## config.mk

```make
export PLATFORM = sky130hd
export DESIGN_NAME = function_lut_arb
export DESIGN_NICKNAME = d
export VERILOG_FILES = /design/src/rtl/function_lut_pkg.sv /design/src/rtl/function_lut_arb_rr_arbiter.sv /design/src/rtl/function_lut_arb.sv
export SDC_FILE = /design/constraint.sdc
export NUM_CORES = 1
export LEC_CHECK = 0
export CAP_MARGIN = 20
export CORE_MARGIN = 5
export CORE_UTILIZATION = 25
export DETAILED_ROUTE_END_ITERATION = 8
export GPL_TIMING_DRIVEN = 0
export SETUP_SLACK_MARGIN = 0.3
export SKIP_LAST_GASP = 1
export SLEW_MARGIN = 30
export SYNTH_ARGS = -nofsm -noshare
export SYNTH_HDL_FRONTEND = slang
export SYNTH_SLANG_ARGS = --single-unit
```

## constraint.sdc

```tcl
create_clock -name clk -period 5.4 [get_ports clk]
set_input_delay 1.08 -clock clk [delete_from_list [all_inputs] [get_ports clk]]
set_output_delay 1.08 -clock clk [all_outputs]
set_load 0.02 [all_outputs]
```

## src/rtl/function_lut_pkg.sv

```systemverilog
// Shared widths, value types and helpers for the function_lut arbitration slice.
package function_lut_pkg;

  localparam int unsigned W_X_DEF = 4;
  localparam int unsigned W_Y_DEF = 8;

  typedef logic signed [W_X_DEF-1:0] x_t;
  typedef logic signed [W_Y_DEF-1:0] y_t;

  // Width of a requester index; never narrower than one bit.
  function automatic int unsigned id_w(input int unsigned n);
    return (n > 2) ? 32'($clog2(n)) : 32'd1;
  endfunction

endpackage

```

## src/rtl/function_lut_arb_rr_arbiter.sv

```systemverilog
// Combinational round-robin picker: first eligible index at or above ptr, wrapping.
module rr_arbiter
  import function_lut_pkg::*;
#(
  parameter  int unsigned N   = 4,
  localparam int unsigned IDW = id_w(N)
) (
  input  logic [N-1:0]   elig,
  input  logic [IDW-1:0] ptr,
  output logic [N-1:0]   grant,
  output logic [IDW-1:0] idx
);

  // Walk the lanes starting from ptr and take the first eligible one.
  always_comb begin
    logic           found;
    int unsigned    j;
    logic [IDW-1:0] cand;
    grant = '0;
    idx   = '0;
    found = 1'b0;
    j     = 0;
    cand  = '0;
    for (int unsigned k = 0; k < N; k++) begin
      j    = (32'(ptr) + k) % N;
      cand = IDW'(j);
      if (!found && elig[cand]) begin
        found       = 1'b1;
        grant[cand] = 1'b1;
        idx         = cand;
      end
    end
  end

endmodule

```

## src/rtl/function_lut_arb.sv

```systemverilog
// Shares one pipelined LUT port among N_REQ requesters and routes results back by tag.
module function_lut_arb
  import function_lut_pkg::*;
#(
  parameter int unsigned N_REQ = 4,
  parameter int unsigned W_X   = W_X_DEF,
  parameter int unsigned W_Y   = W_Y_DEF,
  parameter int unsigned LAT   = 1
) (
  input  logic                   clk,
  input  logic                   rst_n,
  input  logic [N_REQ-1:0]       req_valid,
  input  logic [N_REQ*W_X-1:0]   req_x,
  output logic [N_REQ-1:0]       req_ready,
  output logic                   lut_valid,
  output logic [W_X-1:0]         lut_x,
  input  logic [W_Y-1:0]         lut_y,
  output logic [N_REQ-1:0]       resp_valid,
  output logic [N_REQ*W_Y-1:0]   resp_y,
  output logic [N_REQ-1:0]       inflight,
  output logic [15:0]            issue_cnt
);

  localparam int unsigned IDW = id_w(N_REQ);

  logic [IDW-1:0]   rr_ptr;
  logic [IDW-1:0]   grant_idx;
  logic [N_REQ-1:0] elig;
  logic [N_REQ-1:0] grant;
  logic             grant_any;
  logic [LAT-1:0]   tag_v;
  logic [IDW-1:0]   tag_id [LAT];
  logic             done;
  logic [IDW-1:0]   done_id;
  logic [N_REQ-1:0] clr_mask;

  // No grants while reset is asserted; one outstanding request per lane.
  assign elig = req_valid & ~inflight & {N_REQ{rst_n}};

  rr_arbiter #(.N(N_REQ)) u_rr_arbiter (
    .elig  (elig),
    .ptr   (rr_ptr),
    .grant (grant),
    .idx   (grant_idx)
  );

  assign req_ready = grant;
  assign grant_any = |grant;
  assign lut_valid = grant_any;
  assign done      = tag_v[LAT-1];
  assign done_id   = tag_id[LAT-1];

  // One-hot mux of the granted lane's code onto the shared LUT input.
  always_comb begin
    lut_x = '0;
    for (int unsigned i = 0; i < N_REQ; i++) begin
      if (grant[i]) lut_x = req_x[i*W_X +: W_X];
    end
  end

  // Lane whose LUT result is on lut_y this cycle.
  always_comb begin
    clr_mask = '0;
    for (int unsigned i = 0; i < N_REQ; i++) begin
      clr_mask[i] = done && (done_id == IDW'(i));
    end
  end

  // Pointer, inflight bookkeeping and grant counter.
  always_ff @(posedge clk) begin
    if (!rst_n) begin
      rr_ptr    <= '0;
      inflight  <= '0;
      issue_cnt <= '0;
    end else begin
      if (grant_any) begin
        rr_ptr <= (grant_idx == IDW'(N_REQ - 1)) ? '0 : grant_idx + IDW'(1);
      end
      inflight  <= (inflight & ~clr_mask) | grant;
      issue_cnt <= issue_cnt + 16'(grant_any);
    end
  end

  // Requester-ID shift register aligned to the LUT latency; reset drops results in flight.
  always_ff @(posedge clk) begin
    if (!rst_n) begin
      tag_v <= '0;
      for (int unsigned s = 0; s < LAT; s++) tag_id[s] <= '0;
    end else begin
      tag_v[0]  <= grant_any;
      tag_id[0] <= grant_idx;
      for (int unsigned s = 1; s < LAT; s++) begin
        tag_v[s]  <= tag_v[s-1];
        tag_id[s] <= tag_id[s-1];
      end
    end
  end

  // Capture the aligned LUT result into the owning lane's response register.
  always_ff @(posedge clk) begin
    if (!rst_n) begin
      resp_valid <= '0;
      resp_y     <= '0;
    end else begin
      resp_valid <= clr_mask;
      for (int unsigned i = 0; i < N_REQ; i++) begin
        if (clr_mask[i]) resp_y[i*W_Y +: W_Y] <= lut_y;
      end
    end
  end

endmodule
```

==> results of run 1 <==
-- power by group through the flow --
stage          Sequential (mW)  Combinational, mW  Clock [mW]
3_3_place_gp             0.631               1.10           0
5_1_grt                  0.638               1.24       0.699
4_1_cts                  0.624               1.12       0.679
3_5_place_dp             0.633               1.12           0
6_report                 0.623               1.14       0.662
2_1_floorplan            0.689              0.624           0
-- per-layer routing --
metal	GRT usage [%]	vias to the layer above	routed length [um]
met3	4.30	12	575
met2	21.4	93	4300
met4	4.80	0	148
met5	0	-	0
met1	15.0	1304	3850
li1	-	1385	-
-- cell type report --
class / count / area share, %
Clock buffer: 11 / 5.66
Tap cell: 143 / 4.00
Timing Repair Buffer: 100 / 21.9
Multi-Input combinational cell: 251 / 36.4
Sequential cell: 61 / 27.3
Inverter: 7 / 0.644
Clock inverter: 4 / 2.13
Buffer: 15 / 1.88
-- through the flow --
step | worst slack (ns) | total power, mW | TNS (ns) | cells
after global placement | -0.00789 | 1.73 | -0.00789 | 571
after global routing | 0.308 | 2.58 | 0 | 592
after detailed placement | -0.0749 | 1.75 | -0.291 | 571
after CTS | 0.299 | 2.42 | 0 | 588
final | 0.390 | 2.43 | 0 | 592
after floorplan | 1.02 | 1.31 | 0 | 334
-- how the worst max path moves through the flow --
stage | cells after the start | end | slack (ns)
2_1_floorplan | 9 | lut_x[2] | 1.02
3_3_place_gp | 11 | lut_x[0] | -0.008
3_5_place_dp | 8 | lut_valid | -0.07
4_1_cts | 10 | lut_valid | 0.30
5_1_grt | 10 | lut_valid | 0.31
6_report | 10 | lut_valid | 0.39
-- cells by family (layout without fill, tap and decap cells) --
group,Yosys count,count (layout),share of synthesized area (%)
adder cells (fa/ha/maj),9,9,3.85
multiplexers,14,14,4.92
flip-flops,61,61,41.8
XOR/XNOR,15,15,4.49
AND/OR/NAND/NOR,148,148,25.3
AO/OA/AOI/OAI,65,65,16.0
buffers and inverters,22,137,3.72
-- placed cells by master (no fill, tap or decap), types with 5 or more instances in the layout --
cell type,n
nand2_1,66
nand3_1,10
buf_1,5
clkbuf_1,5
clkbuf_16,9
mux2i_1,10
o211ai_1,7
clkdlybuf4s50_1,88
a21oi_1,30
nor2_1,31
ha_1,9
dfxtp_1,61
and2_1,8
xor2_1,11
buf_4,6
-- state kept, by name, summed over array words and instances (netlist names), named ones only --
signal,count
resp_y,32
inflight,4
issue_cnt,16
tag_id,2
rr_ptr,1
resp_valid,4
done,1
-- Yosys cell counts, types with 4 or more instances --
| cell | n |
|---|---|
| nand3_1 | 10 |
| xnor2_1 | 4 |
| clkbuf_1 | 6 |
| mux2i_1 | 11 |
| nand2_1 | 66 |
| and2_1 | 9 |
| inv_1 | 4 |
| a21oi_1 | 30 |
| xor2_1 | 11 |
| nor2_1 | 31 |
| dfxtp_1 | 61 |
| a32oi_1 | 4 |
| buf_1 | 5 |
| o211ai_1 | 7 |
| ha_1 | 9 |
-- timing repair --
item	4_1_cts	5_1_grt
gates resized for setup	10	7
setup buffers	2	4
pin swaps	1	2
setup endpoints to repair	6	3
-- critical path, cell delays in order --
cell,delay [ns]
clkdlybuf4s50_1,0.51
or3b_1,0.39
o211ai_1,0.13
o31ai_2,0.10
and2_4,0.16
buf_6,0.13
a221o_2,0.37
clkbuf_2,0.20
or4_4,0.50
dlygate4sd2_1,0.35
==> qor.csv, run 1 <==
metric,value,unit
multi_input_area,1630,sq um
netlist.area_leader.share,41.8,%
synth-main-ff-cell,dfxtp_1,
crit_required,4.32,ns
via_count,2794,
synthCells,334,
drt-initial-drc-count,243,
r2r-end,issue_cnt[6],
run_status,"finished, final reports clean",
worst-r2r-cell-count,16,
peakVddDrop,0.000313,V
crit_path_start,req_valid[0],
pwr-share-comb,47.1,%
p_sw_share,36.9,%
postLayoutCellArea,4470,sq um
path_max_fanout,9,
yosysTopAreaCell,dfxtp_1,
synth_nets,373,
grt_setup_unrepaired,true,
cts_root_buf,clkbuf_16,
design.core.area,11400,sq um
synth_area_leaders,"dfxtp_1, nand2_1, a21oi_1",
synth_edf_count,0,
avgRoutedWirePerCell,15.0,um
p_seq_share,25.7,%
utilization,39.1,%
gp_congestion,0.871,
dieWidth,118,um
hp-class,flop to flop,
postCtsHoldBufs,0,
leakagePower,1.66,nW
seqCellArea,1220,sq um
whs_endpoint,resp_y[23],
ys_seq_area_share,41.8,%
route.antenna.remaining_nets,0,
area_delta_synth_final,52.8,%
arrival,3.93,ns
routed_wl,8.87,mm
die_h,118,um
power_switching,896,uW
numCtsBuffers,9,
worstSkewPairLatency,0.32,ns
min_period,5.01,ns
hold_depth,2,
setup_viol,0,
netlist_area,2920,sq um
port-buffer-count,94,
async_reset_ff_share,0,%
grt_use_total,12.7,%
start_util,25.6,%
hold_ws,0.450,ns
clkTransAtPathRegs,0.05,ns
min_from,resp_y[23],
place_hpwl,6.68,mm
max_freq,0.200,GHz
h-tree-depth,3,
antenna_cells,0,
grt_pass1_wl,14.9,mm
drc,0,
yosys_warnings,0,
dpl_cell_area,4040,sq um
drt_pass1_iterations,4,
clkPwrFrac,27.2,%
ff2ff_setup_slack,0.97,ns
worst_setup_path_start_kind,input port,
path_class,input port to output port,
skew,0.00562,ns
core.rowCount,39,
syn_area_per_cell,8.75,sq um
cp-end-kind,output port,
cts_sinks,61,
layout.nets,484,
grt-ovfl-total,0,
grt_start_max_net_pins,13,
slew_headroom,48.6,%
fillers,1183,
hold_viol_final,0,
worst_pin_slew,0.771,ns
cts_tree,done,
powerDensity,544,nW/um^2
layout-drive-gt1-share,11.4,%
pin_count,95,
post-route-period-util,92.8,%
ys_ff_latch,61,
slew_viol_final,0,
antenna_found_initial,0,
cap_violations,0,
dieArea,14000,sq um
grt_pass1_vias,2938,
via_per_inst,4.72,
yosysUniqueCellTypes,58,
clk_path_buf_depth,2,
p_int,1.53,mW
(Power assumes the default switching activity.)
==> run 2, diff against run 1 <==
CORE_UTILIZATION = 35   (was 25)
==> run 2 against run 1 <==
Against the previous run:
- wire length down 7.5%
- first-iteration DRC count decreased by 63%
- clock-buffer cell count increased by 3
- register-to-register slack worse by 0.04 ns
- clock power is 40% lower
- core utilization grew 13 points
- global-route usage grew 3.4 points
- power fell by 12%
==> qor.csv, run 2 (synthesis results as in run 1) <==
metric,value,unit
gp_congestion,0.890,
worst_setup_path_start_kind,input port,
p_int,1.28,mW
final_common_cell,clkdlybuf4s50_1,
crit_required,4.32,ns
design.core.area,8180,sq um
fillers,780,
grt_use_total,16.1,%
cts_sinks,61,
antenna_found_initial,0,
run_status,"finished, final reports clean",
area_delta_synth_final,45.0,%
skew,0.00499,ns
most-common-layout-cells,"clkdlybuf4s50_1, nand2_1, dfxtp_1",
grt_pass1_wl,13.0,mm
clkPwrFrac,18.7,%
layout.nets,483,
slew_viol_final,0,
cts_root_buf,clkbuf_8,
powerDensity,503,nW/um^2
arrival,3.86,ns
route.antenna.remaining_nets,0,
reg_top3,"resp_y (32), issue_cnt (16)",
cpLargestDelayFamily,buffers and inverters,
avgRoutedWirePerCell,14.8,um
cp_common_cell,clkbuf_2,
p_seq_share,29.0,%
slowest_stage,or4_4,
dieArea,10300,sq um
grt_setup_unrepaired,false,
grt_start_max_net_pins,13,
h-tree-depth,3,
numCtsBuffers,9,
max_stage_delay,0.50,ns
slew_headroom,50.5,%
path_class,input port to output port,
path_max_fanout,9,
dieWidth,101,um
postCtsHoldBufs,0,
dp_slack,-0.0492,ns
layout_setup_ws,0.460,ns
routed_wl,8.21,mm
core.rowCount,33,
start_util,35.8,%
hp-class,flop to flop,
cts_tree,done,
worstSkewPairLatency,0.33,ns
antenna_cells,0,
post-route-period-util,91.5,%
hold_viol_final,0,
die_h,101,um
setup_viol,0,
pin_count,95,
leakagePower,1.58,nW
min_period,4.94,ns
regMostFlops,resp_y,
worst-path-buf-inv,4,
drc,0,
grt-ovfl-total,0,
max_freq,0.202,GHz
clkTransAtPathRegs,0.06,ns
seqCellArea,1220,sq um
clk_path_buf_depth,2,
place_hpwl,6.23,mm
drt-initial-drc-count,90,
cap_violations,0,
via_per_inst,4.90,
grt_pass1_vias,2659,
drt_pass1_iterations,4,
power_switching,851,uW
cp-end-kind,output port,
layout-drive-gt1-share,10.3,%
hold_ws,0.451,ns
p_sw_share,39.9,%
utilization,51.9,%
peakVddDrop,0.000258,V
worstPathCellList,clkdlybuf4s50_1 -> nand2b_1 -> o21ai_1 -> o211ai_1 -> buf_4 -> mux2_2 -> a221o_2 -> clkbuf_2 -> or4_4 -> clkbuf_2,
multi_input_area,1620,sq um
pwr-share-comb,52.3,%
worst_pin_slew,0.743,ns
via_count,2708,
port-buffer-count,94,
largest_reg_flops,32,
==> run 2: repair_timing <==
action | CTS | global route
setup buffers | 3 | 2
endpoints found under the setup margin | 5 | 5
pin swaps | 2 | 1
gates resized for setup | 9 | 3
==> run 2: cell type report <==
class / count / area share, %
Sequential cell: 61 / 28.8
Buffer: 15 / 1.92
Timing Repair Buffer: 99 / 22.8
Clock inverter: 1 / 0.708
Inverter: 7 / 0.679
Clock buffer: 14 / 3.84
Tap cell: 105 / 3.10
Multi-Input combinational cell: 251 / 38.1
==> run 2: through the flow <==
stage	area, sq um	setup TNS (ns)	power [mW]	instances
after detailed placement	4000	-0.149	1.75	533
after global routing	4240	0	2.27	553
final	4240	0	2.13	553
after CTS	4230	0	2.15	551
after floorplan	2920	0	1.31	334
after global placement	4000	-0.237	1.74	533
==> run 2: power groups by stage <==
stage	registers [mW]	logic [mW]	clock network [mW]
after CTS	0.620	1.12	0.412
after detailed placement	0.629	1.12	0
after global placement	0.626	1.11	0
after floorplan	0.689	0.624	0
after global routing	0.632	1.21	0.429
final	0.619	1.11	0.400
==> run 2: worst paths after layout <==
check / from / endpoint / slack (ns) / cells after the start
max: req_valid[0] / lut_valid / 0.46 / 10
min reg2reg: resp_y[27] / resp_y[27] / 0.45 / 2
max reg2reg: flop / issue_cnt[6] / 0.93 / 16
min: resp_y[27] / resp_y[27] / 0.45 / 2
==> run 2: per-layer routing <==
| metal | up-vias | GRT usage (%) | wire (um) | share of wire (%) |
|---|---|---|---|---|
| met2 | 87 | 27.7 | 4070 | 50 |
| met5 | - | 0 | 0 | 0 |
| met3 | 7 | 4.96 | 551 | 6.7 |
| li1 | 1384 | - | - | - |
| met4 | 0 | 5.21 | 79 | 0.96 |
| met1 | 1230 | 19.1 | 3500 | 43 |
==> run 2: worst register-to-register path, stage by stage (launching register included) <==
cell      delay (ns)
dfxtp_1         0.60
buf_6           0.22
inv_1           0.13
ha_1            0.39
o21bai_2        0.28
and2_0          0.20
and2_4          0.15
buf_6           0.13
a221oi_4        0.37
inv_2           0.13
or4_4           0.59
ha_1            0.23
ha_1            0.20
and2_0          0.27
and4_1          0.27
xnor2_1         0.14
nor2_1          0.05
==> run 3, diff against run 2 <==
TNS_END_PERCENT = 100   (was default)
==> results of run 3 <==
No change in the layout: final DEF, timing and power equal those of run 2.
